`config.mk`:
```
export PLATFORM = sky130hd
export DESIGN_NAME = sram_mem_ctrl_flat
export DESIGN_NICKNAME = d
export VERILOG_FILES = /design/src/rtl/sram_mem_ctrl_if.sv /design/src/rtl/sram_mem_ctrl.sv /design/src/flat_wrapper.sv
export SDC_FILE = /design/constraint.sdc
export NUM_CORES = 1
export LEC_CHECK = 0
export CAP_MARGIN = 40
export CORE_MARGIN = 5
export CORE_UTILIZATION = 45
export CTS_BUF_LIST = sky130_fd_sc_hd__clkbuf_8
export DETAILED_ROUTE_END_ITERATION = 12
export PLACE_DENSITY = 0.78
export SLEW_MARGIN = 20
export SYNTH_ARGS = -nofsm -noshare
export SYNTH_HDL_FRONTEND = slang
export SYNTH_SLANG_ARGS = --single-unit
```
`constraint.sdc`:
```
create_clock -name clk -period 4.7 [get_ports clk]
set_input_delay 0.94 -clock clk [delete_from_list [all_inputs] [get_ports clk]]
set_output_delay 0.94 -clock clk [all_outputs]
set_load 0.005 [all_outputs]
```
`src/rtl/sram_mem_ctrl_if.sv`:
```
// sram_mem_ctrl_if - bundle between the MEM stage / SRAM pins and sram_mem_ctrl.
//   CPU side : wr_en, rd_en, address[31:0], write_data[31:0] -> controller
//              read_data[31:0], ready                          <- controller
//   SRAM side: sram_addr[17:0], sram_dq_out[15:0], sram_dq_oe, sram_we_n <- controller
//              sram_dq_in[15:0]                                -> controller
//   modport slave  : the controller
//   modport master : the CPU pipeline plus SRAM pad model (everything else)
interface sram_mem_ctrl_if;
  logic        wr_en;
  logic        rd_en;
  logic [31:0] address;
  logic [31:0] write_data;
  logic [31:0] read_data;
  logic        ready;
  logic [17:0] sram_addr;
  logic [15:0] sram_dq_out;
  logic [15:0] sram_dq_in;
  logic        sram_dq_oe;
  logic        sram_we_n;

  modport slave (
    input  wr_en, rd_en, address, write_data, sram_dq_in,
    output read_data, ready, sram_addr, sram_dq_out, sram_dq_oe, sram_we_n
  );

  modport master (
    output wr_en, rd_en, address, write_data, sram_dq_in,
    input  read_data, ready, sram_addr, sram_dq_out, sram_dq_oe, sram_we_n
  );
endinterface

```
`src/rtl/sram_mem_ctrl.sv`:
```
// sram_mem_ctrl - splits one 32-bit load/store into two 16-bit accesses on an
// asynchronous SRAM, freezing the pipeline (ready=0) until the word is done.
//   clk  : system clock, rising edge
//   rst  : asynchronous active-high reset, aborts any access in flight
//   bus  : sram_mem_ctrl_if.slave (CPU request/response + SRAM pins)
// Parameters:
//   WAIT_CYCLES : cycles each half-word access is held, 1..15
//   BASE_ADDR   : CPU byte address that maps to SRAM word 0
// Optional build macro SRAM_READ_CACHE_EN adds a one-entry write-through read
// cache; read hits complete in the request cycle with no SRAM access.
module sram_mem_ctrl #(
  parameter int WAIT_CYCLES = 4,
  parameter int BASE_ADDR   = 1024
) (
  input logic          clk,
  input logic          rst,
  sram_mem_ctrl_if.slave bus
);

  typedef enum logic [1:0] {IDLE, LOW, HIGH, DONE} state_t;

  localparam logic [3:0] LAST = 4'(WAIT_CYCLES - 1);
  // With a single-cycle access the only cycle is also the data-hold cycle,
  // so the strobe never goes low.
  localparam logic FIRST_WE_N = (WAIT_CYCLES == 1);

  state_t      state;
  logic [3:0]  cnt;
  logic        op_wr;
  logic [16:0] op_word;
  logic [31:0] op_data;
  logic [31:0] rd_q;
  logic [17:0] addr_q;
  logic [15:0] dq_out_q;
  logic        oe_q;
  logic        we_n_q;

  logic [31:0] req_off;
  logic [29:0] req_word;
  logic        req;
  logic        hit;

  assign req_off  = bus.address - 32'(BASE_ADDR);
  assign req_word = req_off[31:2];
  assign req      = bus.wr_en | bus.rd_en;

  assign bus.sram_addr   = addr_q;
  assign bus.sram_dq_out = dq_out_q;
  assign bus.sram_dq_oe  = oe_q;
  assign bus.sram_we_n   = we_n_q;

  // IDLE answers combinationally so an idle pipeline never stalls.
  assign bus.ready = (state == IDLE) ? (~req | hit) : (state == DONE);

  always_ff @(posedge clk or posedge rst) begin
    if (rst) begin
      state    <= IDLE;
      cnt      <= '0;
      op_wr    <= 1'b0;
      op_word  <= '0;
      op_data  <= '0;
      rd_q     <= '0;
      addr_q   <= '0;
      dq_out_q <= '0;
      oe_q     <= 1'b0;
      we_n_q   <= 1'b1;
    end else begin
      case (state)
        IDLE: begin
          if (req && !hit) begin
            // Write wins when both enables are set.
            op_wr   <= bus.wr_en;
            op_word <= req_word[16:0];
            op_data <= bus.write_data;
            cnt     <= '0;
            state   <= LOW;
            addr_q  <= {req_word[16:0], 1'b0};
            if (bus.wr_en) begin
              dq_out_q <= bus.write_data[15:0];
              oe_q     <= 1'b1;
              we_n_q   <= FIRST_WE_N;
            end else begin
              oe_q   <= 1'b0;
              we_n_q <= 1'b1;
            end
          end
        end
        LOW: begin
          if (cnt == LAST) begin
            cnt    <= '0;
            state  <= HIGH;
            addr_q <= {op_word, 1'b1};
            if (op_wr) begin
              dq_out_q <= op_data[31:16];
              we_n_q   <= FIRST_WE_N;
            end else begin
              rd_q[15:0] <= bus.sram_dq_in;
            end
          end else begin
            cnt <= cnt + 4'd1;
            // Strobe rises for the last cycle so data is held past we_n.
            if (op_wr) we_n_q <= (4'(cnt + 4'd1) == LAST);
          end
        end
        HIGH: begin
          if (cnt == LAST) begin
            cnt    <= '0;
            state  <= DONE;
            oe_q   <= 1'b0;
            we_n_q <= 1'b1;
            if (!op_wr) rd_q[31:16] <= bus.sram_dq_in;
          end else begin
            cnt <= cnt + 4'd1;
            if (op_wr) we_n_q <= (4'(cnt + 4'd1) == LAST);
          end
        end
        DONE: begin
          state <= IDLE;
        end
        default: state <= IDLE;
      endcase
    end
  end

`ifdef SRAM_READ_CACHE_EN
  logic        c_vld;
  logic [29:0] c_tag;
  logic [31:0] c_data;
  logic [29:0] op_tag;
  logic        unused_bits;

  assign unused_bits = ^req_off[1:0];
  assign hit = bus.rd_en & ~bus.wr_en & c_vld & (c_tag == req_word);
  assign bus.read_data = (state == IDLE && hit) ? c_data : rd_q;

  // Entry is updated in DONE, when rd_q holds the full word and a write has
  // fully reached the SRAM; an aborted access never touches it.
  always_ff @(posedge clk or posedge rst) begin
    if (rst) begin
      c_vld  <= 1'b0;
      c_tag  <= '0;
      c_data <= '0;
      op_tag <= '0;
    end else begin
      if (state == IDLE && req && !hit) op_tag <= req_word;
      if (state == DONE) begin
        if (!op_wr) begin
          c_vld  <= 1'b1;
          c_tag  <= op_tag;
          c_data <= rd_q;
        end else if (c_vld && c_tag == op_tag) begin
          c_data <= op_data;
        end
      end
    end
  end
`else
  logic unused_bits;

  assign unused_bits   = ^{req_off[1:0], req_word[29:17]};
  assign hit           = 1'b0;
  assign bus.read_data = rd_q;
`endif

endmodule

```
`src/flat_wrapper.sv`:
```
// flat-port wrapper written by rule: the top's interface ports become plain ports
module sram_mem_ctrl_flat 
#(
  parameter int WAIT_CYCLES = 4,
  parameter int BASE_ADDR   = 1024
)
  (clk, rst, bus_wr_en, bus_rd_en, bus_address, bus_write_data, bus_sram_dq_in, bus_read_data, bus_ready, bus_sram_addr, bus_sram_dq_out, bus_sram_dq_oe, bus_sram_we_n);
  sram_mem_ctrl_if bus_i ();
  input logic clk;
  input logic rst;
  input wire logic [$bits(bus_i.wr_en)-1:0] bus_wr_en;
  input wire logic [$bits(bus_i.rd_en)-1:0] bus_rd_en;
  input wire logic [$bits(bus_i.address)-1:0] bus_address;
  input wire logic [$bits(bus_i.write_data)-1:0] bus_write_data;
  input wire logic [$bits(bus_i.sram_dq_in)-1:0] bus_sram_dq_in;
  output wire logic [$bits(bus_i.read_data)-1:0] bus_read_data;
  output wire logic [$bits(bus_i.ready)-1:0] bus_ready;
  output wire logic [$bits(bus_i.sram_addr)-1:0] bus_sram_addr;
  output wire logic [$bits(bus_i.sram_dq_out)-1:0] bus_sram_dq_out;
  output wire logic [$bits(bus_i.sram_dq_oe)-1:0] bus_sram_dq_oe;
  output wire logic [$bits(bus_i.sram_we_n)-1:0] bus_sram_we_n;
  assign bus_i.wr_en = bus_wr_en;
  assign bus_i.rd_en = bus_rd_en;
  assign bus_i.address = bus_address;
  assign bus_i.write_data = bus_write_data;
  assign bus_i.sram_dq_in = bus_sram_dq_in;
  assign bus_read_data = bus_i.read_data;
  assign bus_ready = bus_i.ready;
  assign bus_sram_addr = bus_i.sram_addr;
  assign bus_sram_dq_out = bus_i.sram_dq_out;
  assign bus_sram_dq_oe = bus_i.sram_dq_oe;
  assign bus_sram_we_n = bus_i.sram_we_n;
  sram_mem_ctrl #(.WAIT_CYCLES(WAIT_CYCLES), .BASE_ADDR(BASE_ADDR)) u_core (.clk(clk), .rst(rst), .bus(bus_i));
endmodule
```
==> summary.md, run 1 <==
| Metric | Value |
|---|---|
| Post-synth EDFFs | 0 |
| Ranking of synthesized cells by area | dfrtp_1 (56%), mux2_2 (14%), mux2i_1 (5.4%), nand2_1 (2.5%), a21oi_1 (2.3%) |
| I/O Buffers | roughly 140 |
| Synth area leader | dfrtp_1 |
| Vias per Instance | 5.13 |
| DIE HEIGHT | between 100 and 150 um |
| Dpl cells | 648 |
| Crit share post-route | 0.700 |
| Asr flop ratio synth | 1.00 |
| Worst hold path class | flop to flop |
| Compound-Gate Fraction of Synth Area | 0.0893 |
| Final hold vios | 0 |
| RePlAce Congestion | 0.789 |
| Reg2Reg Setup Slack | 2.24 ns |
| Most frequent cells in the layout | clkdlybuf4s50_1 (137), dfrtp_1 (107), mux2_2 (59) |
| Leak Pwr | roughly 2.7 nW |
| Worst r2r src | u_core.state[1]$_DFFE_PP0P_ |
| Final critical path time including I/O delays and setup | 3.29 ns |
| Avg WL per Cell | approximately 17 um |
| Max_cap viols | 0 |
| FF+latch count, synth | 108 |
| Net Count, Synth | 480 |
| Clock network power share | 0.137 |
| Crit path from | bus_wr_en |
| Final setup viols | 0 |
| Slew Limit Fails | 0 |
| Clk slew on worst S/H paths | 0.11 ns |
| Uppermost layer routed | met4 |
| Fmax | 304 MHz |
| Latest clock arrival within the worst-skew pair | 0.37 ns |
| Routed Antenna Nets | 0 |
| Power after layout | between 4 and 5 mW |
| Die area | 0.0128 mm2 |
| Critical path endpoint | bus_ready |
| Post-CTS sizing | 0 |
| Final instance area | 0.00649 mm2 |
| Non-Filler Instances | 664 |
| Hold path depth | 2 |
| Share of total power in sequential cells | 0.391 |
| Sw power | 1.42 mW |
| Mux share of post-synthesis cell area | 0.193 |
| Critical-path maximum fanout | 6 |
| CTS sink cnt | 108 |
| Int Pwr | about 2.8 mW |
| Met2 wire length | ~5.8 mm |
| Most common cell after layout, fill and taps aside | clkdlybuf4s50_1 |
| Largest net degree at the start of global routing | 47 |
| Yosys cell types | 46 |
| Area Growth Syn to Fin | 35.4% |
| Ant diodes | 0 |
| DR iter-0 viols | 103 |
| CTS tree | built |
| Post-CTS Repair Setup Buffers | 0 |
| RSZ-0062 raised after global routing | false |
| Max IR drop VDD | 0.303 mV |
| Post-synthesis simple-gate area fraction | 0.0901 |
| M1 WL | 4.53 mm |
| Post-Route WL | roughly 11 mm |
| Initial antenna violation count | 0 |
| Placed Area | about 0.0063 mm2 |
| Die Wd | 113 um |
| FF-to-FF path depth | 6 |
| Core Area | roughly 0.010 mm2 |
| H-tree depth | 3 |
| All-Layer GR Usage | 0.184 |
| XOR/XNOR share of the synthesized area | 0.0146 |
| CP required | 3.76 ns |
| Top-area cell type share of the netlist area | 0.559 |
| DRC violations left | 0 |
| Root cell of the clock tree | clkbuf_8 |
| Cell Pwr Density | 644 mW/mm2 |
| Startpoint Class | input pin |
| Io pins | roughly 150 |
| Post-synthesis cell count | 389 |
| Routed wl met3 | between 600 and 700 um |
| Row count | 37 |
| Synthesized area | 0.00479 mm2 |
| Adder-cell share of the synthesized area | 0.0183 |
| Layout Nets | 614 |
| Mean Syn Cell Area | about 12 um2 |
| Util after Layout | 0.626 |
| Sw frac | 0.341 |
| CP endpoint kind | output port |
| Slew @ Worst Pin | 0.557 ns |
| Layout cells sized above 1 | 0.195 |
| Clock Tree Buf Depth | 2 |
| Hold buffers post-CTS | 0 |
| Vias in the first global route | 3,689 |
| Status | finished clean |
| Routed vias | 3,406 |
| Slew headroom | 0.628 |
| Largest family of logic cells by synthesized area | multiplexers |
| Worst EP arrival | 2.35 ns |
| Reg-to-reg endpoint | u_core.bus.sram_addr[12]$_DFFE_PP0P_ |
| Combinational share of power | 0.472 |
| First-pass GRT wire length | roughly 19 mm |
| Initial Utilization | 0.462 |
| Hold_sp | u_core.bus.sram_addr[4]$_DFFE_PP0P_ |
| Grt ovf | 0 |
| 1st-pass router iterations | 4 |
| Seq/Total Area, Yosys | 0.564 |
| Cts bufs inserted | 9 |
| Kind of critical path | input pin to output port |
| Synth warn | 0 |
| Ys flop type | dfrtp_1 |
| Clock skew | 0.0111 ns |
| Setup TNS | 0 ns |
| Final HPWL DP | 8.19 mm |
[area by class of cell]
type	instances	area, um2
inverter	8	32.5
clock buffer	9	124
timing repair buffer	142	1420
sequential	108	2700
clock inverter	7	77.6
multi-input combinational	254	1960
tap	136	170
fill	856	3880
[registers in the layout, indices dropped and copies added, names as in the netlist]
register	count
u_core.op_data	16
u_core.bus.sram_addr	18
u_core.bus.sram_we_n	1
u_core.state	2
u_core.bus.sram_dq_oe	1
u_core.bus.sram_dq_out	16
u_core.op_wr	1
u_core.op_word	17
u_core.cnt	4
u_core.bus.read_data	32
[worst min path at each step]
| stage | end | slack, ns |
|---|---|---|
| floorplan | u_core.op_word[10]$_DFFE_PP0P_ | 0.45 |
| global placement | u_core.op_word[12]$_DFFE_PP0P_ | 0.46 |
| detailed placement | u_core.bus.sram_addr[4]$_DFFE_PP0P_ | 0.47 |
| CTS | u_core.bus.sram_addr[4]$_DFFE_PP0P_ | 0.49 |
| global route | u_core.bus.sram_addr[1]$_DFFE_PP0P_ | 0.52 |
| finish | u_core.bus.sram_addr[4]$_DFFE_PP0P_ | 0.48 |
[critical path, stage by stage]
cell and delay (ns):
clkdlybuf4s50_1 0.57, o21ai_4 0.21, o21a_1 0.13, clkdlybuf4s50_1 0.49
[cells in the mapped netlist (all sizes together), types with 2 or more instances]
library cell	instances
dfrtp	107
mux2	59
nand2	33
o21ai	30
nor2	27
mux2i	26
a21oi	22
buf	14
inv	8
ha	7
nand3	6
xnor2	6
clkbuf	5
o211ai	4
nand2b	3
nand3b	3
nor3b	3
or2	3
a22o	2
o22ai	2
or4	2
xor2	2
[logic make-up (layout without fill, tap and decap cells)]
| family | count (synthesis) | in the layout |
|---|---|---|
| adder cells (fa/ha/maj) | 7 | 7 |
| AO/OA/AOI/OAI | 66 | 66 |
| flip-flops | 108 | 108 |
| multiplexers | 85 | 85 |
| buffers and inverters | 27 | 166 |
| XOR/XNOR | 8 | 8 |
| AND/OR/NAND/NOR | 88 | 88 |
[power groups by stage]
stage                     combinational [mW]  sequential, mW  clock, mW
final                                   1.97            1.64      0.571
after global routing                    2.17            1.70      0.634
after CTS                               2.01            1.64      0.585
after detailed placement                2.01            1.66          0
after global placement                  1.93            1.62          0
after floorplan                         1.10            1.63          0
[per-layer routing]
metal	track usage	vias to the layer above
li1	-	1625
met4	0.0673	0
met5	0	-
met2	0.322	83
met1	0.213	1679
met3	0.0540	19
[through the flow]
step | worst slack [ns] | hold WS, ns
global route | 1.34 | 0.517
detailed placement | 1.43 | 0.465
CTS | 1.42 | 0.491
global placement | 1.44 | 0.463
finish | 1.41 | 0.484
floorplan | 0.916 | 0.450
No activity file was read; power rests on OpenSTA's default activity.
==> run 2: changes to the inputs <==
Settings changed: CORE_UTILIZATION 45 to 43.
Clock period 4.7 ns to 2.98 ns, I/O delays scaled along.
==> run 2 against run 1 <==
Against the previous run: global-route usage is 1.3 points lower; design area is 0.17% lower; non-clock buffer count is 2 higher; critical path depth stayed put; core utilization is 3.1 points lower; clock power is 35% higher; largest cell class unchanged; highest routed layer unchanged.
==> summary.md, run 2 (synthesis gave the netlist of run 1 again) <==
| Metric | Value |
|---|---|
| Status | finished clean |
| Final hold vios | 0 |
| DIE HEIGHT | ~120 um |
| Share of total power in sequential cells | 0.398 |
| Most common cell after layout, fill and taps aside | clkdlybuf4s50_1 |
| RSZ-0062 raised after global routing | false |
| Clock Tree Buf Depth | 2 |
| Core Area | 0.0109 mm2 |
| Final setup viols | 0 |
| Routed Antenna Nets | 0 |
| Post-CTS Repair Setup Buffers | 0 |
| Max_cap viols | 0 |
| RePlAce Congestion | just under 0.8 |
| Reg2Reg Setup Slack | 0.79 ns |
| Vias per Instance | 5.07 |
| Clk slew on worst S/H paths | 0.09 ns |
| All-Layer GR Usage | 0.171 |
| Slew Limit Fails | 0 |
| Slew @ Worst Pin | 0.712 ns |
| Final instance area | ~0.0065 mm2 |
| Fmax | slightly below 400 MHz |
| Kind of critical path | flop to output port |
| Combinational share of power | 0.483 |
| Root cell of the clock tree | clkbuf_8 |
| Worst hold path class | flop to flop |
| Clock skew | 0.00652 ns |
| Initial antenna violation count | 0 |
| Layout cells sized above 1 | 0.193 |
| Hold_sp | u_core.bus.sram_addr[2]$_DFFE_PP0P_ |
| 1st-pass router iterations | 4 |
| Initial Utilization | 0.440 |
| Max FFs per register | 32 |
| DRC violations left | 0 |
| Io pins | 153 |
| CP required | 2.38 ns |
| Reg-to-reg endpoint | u_core.bus.sram_dq_out[7]$_DFFE_PP0P_ |
| CP endpoint kind | output port |
| Routed vias | 3,389 |
| Cell Pwr Density | between 900 and 1000 mW/mm2 |
| Sw frac | 0.338 |
| Avg WL per Cell | 16.5 um |
| CTS tree | built |
| Die area | 0.0134 mm2 |
| FF-to-FF path depth | 6 |
| Leak Pwr | between 2 and 3 nW |
| Worst r2r src | u_core.state[1]$_DFFE_PP0P_ |
| Hold path depth | 2 |
| Area of the multi-input gates | 0.00196 mm2 |
| Final critical path time including I/O delays and setup | 2.59 ns |
| Fillers | 904 |
| I/O Buffers | 137 |
| Grt ovf | 0 |
| Clock network power share | 0.120 |
| Setup TNS | 0 ns |
| Die Wd | ~120 um |
| Layout Nets | roughly 600 |
| FF/Latch Area | approximately 0.0027 mm2 |
| Cts bufs inserted | 9 |
| Slew headroom | 0.525 |
| Post-CTS sizing | 0 |
| Latest clock arrival within the worst-skew pair | 0.36 ns |
| Critical-path maximum fanout | 9 |
| Largest net degree at the start of global routing | 47 |
| Crit share post-route | 0.867 |
| First-pass GRT wire length | roughly 18 mm |
| Max IR drop VDD | around 0.54 mV |
| Post-Route WL | 11.0 mm |
| Area Growth Syn to Fin | 35.2% |
| Vias in the first global route | 3,566 |
| Sw power | between 2 and 2.5 mW |
| Hold buffers post-CTS | 0 |
| Placed Area | approximately 0.0063 mm2 |
| Row count | 38 |
| Util after Layout | 0.595 |
| Hold endpoint | u_core.bus.sram_addr[2]$_DFFE_PP0P_ |
| Ant diodes | 0 |
| Final HPWL DP | around 8.1 mm |
| Int Pwr | 4.28 mW |
| CTS sink cnt | 108 |
| Most frequent cells in the layout | clkdlybuf4s50_1 (137), dfrtp_1 (107), mux2_2 (59) |
| H-tree depth | 3 |
| Worst EP arrival | a little under 2 ns |
| Startpoint Class | flop |
| DR iter-0 viols | 93 |
[run 2: cell count changes in the layout (fill, tap and decap cells not counted)]
cell / before / now
buf_12: 1 / 2
buf_4: 4 / 5
bufinv_16: 1 / 0
clkbuf_8: 9 / 10
clkinv_2: 0 / 3
clkinv_4: 2 / 0
clkinvlp_4: 4 / 1
inv_1: 7 / 8
inv_4: 1 / 0
[run 2: stage by stage]
step | instances | total power, mW | hold WS (ns) | setup slack (ns)
after floorplan | 389 | 4.31 | 0.450 | 0.817
after CTS | 668 | 6.56 | 0.488 | 0.369
after global placement | 654 | 5.64 | 0.462 | 0.435
final | 668 | 6.46 | 0.482 | 0.395
after global routing | 668 | 6.95 | 0.521 | 0.244
after detailed placement | 654 | 5.78 | 0.466 | 0.403
[run 2: area by class of cell]
type	count	area share
clock inverters	4	0.00290
flip-flops and latches	108	0.417
inverters	8	0.00522
repair buffers	144	0.224
multi-input cells	254	0.302
well taps	140	0.0270
clock buffers	10	0.0212
[run 2: worst max-delay path by stage]
stage	start	cells past startpoint	to
global placement	bus_wr_en	4	bus_ready
global route	u_core.state[0]$_DFFE_PP0P_	4	bus_ready
floorplan	u_core.state[0]$_DFFE_PP0P_	7	bus_ready
CTS	u_core.state[0]$_DFFE_PP0P_	4	bus_ready
detailed placement	bus_wr_en	6	u_core.bus.sram_addr[17]$_DFFE_PP0P_
finish	u_core.state[0]$_DFFE_PP0P_	4	bus_ready
[run 2: metal layers]
metal,vias to the layer above,wire length (um),track usage
met4,0,137,0.0563
met1,1683,4540,0.208
li1,1623,-,-
met5,-,0,0
met3,11,757,0.0564
met2,72,5580,0.289
[run 2: power by group through the flow]
stage,Combinational [mW],Sequential [mW],Clock [mW]
3_5_place_dp,3.17,2.60,0
6_report,3.12,2.57,0.772
3_3_place_gp,3.08,2.56,0
2_1_floorplan,1.74,2.57,0
4_1_cts,3.18,2.58,0.800
5_1_grt,3.43,2.67,0.860
[run 2: critical path, cell delays in order, from the launching register on]
cell,delay (ns)
dfrtp_1,0.43
inv_1,0.11
ha_1,0.42
o21a_1,0.19
clkdlybuf4s50_1,0.49
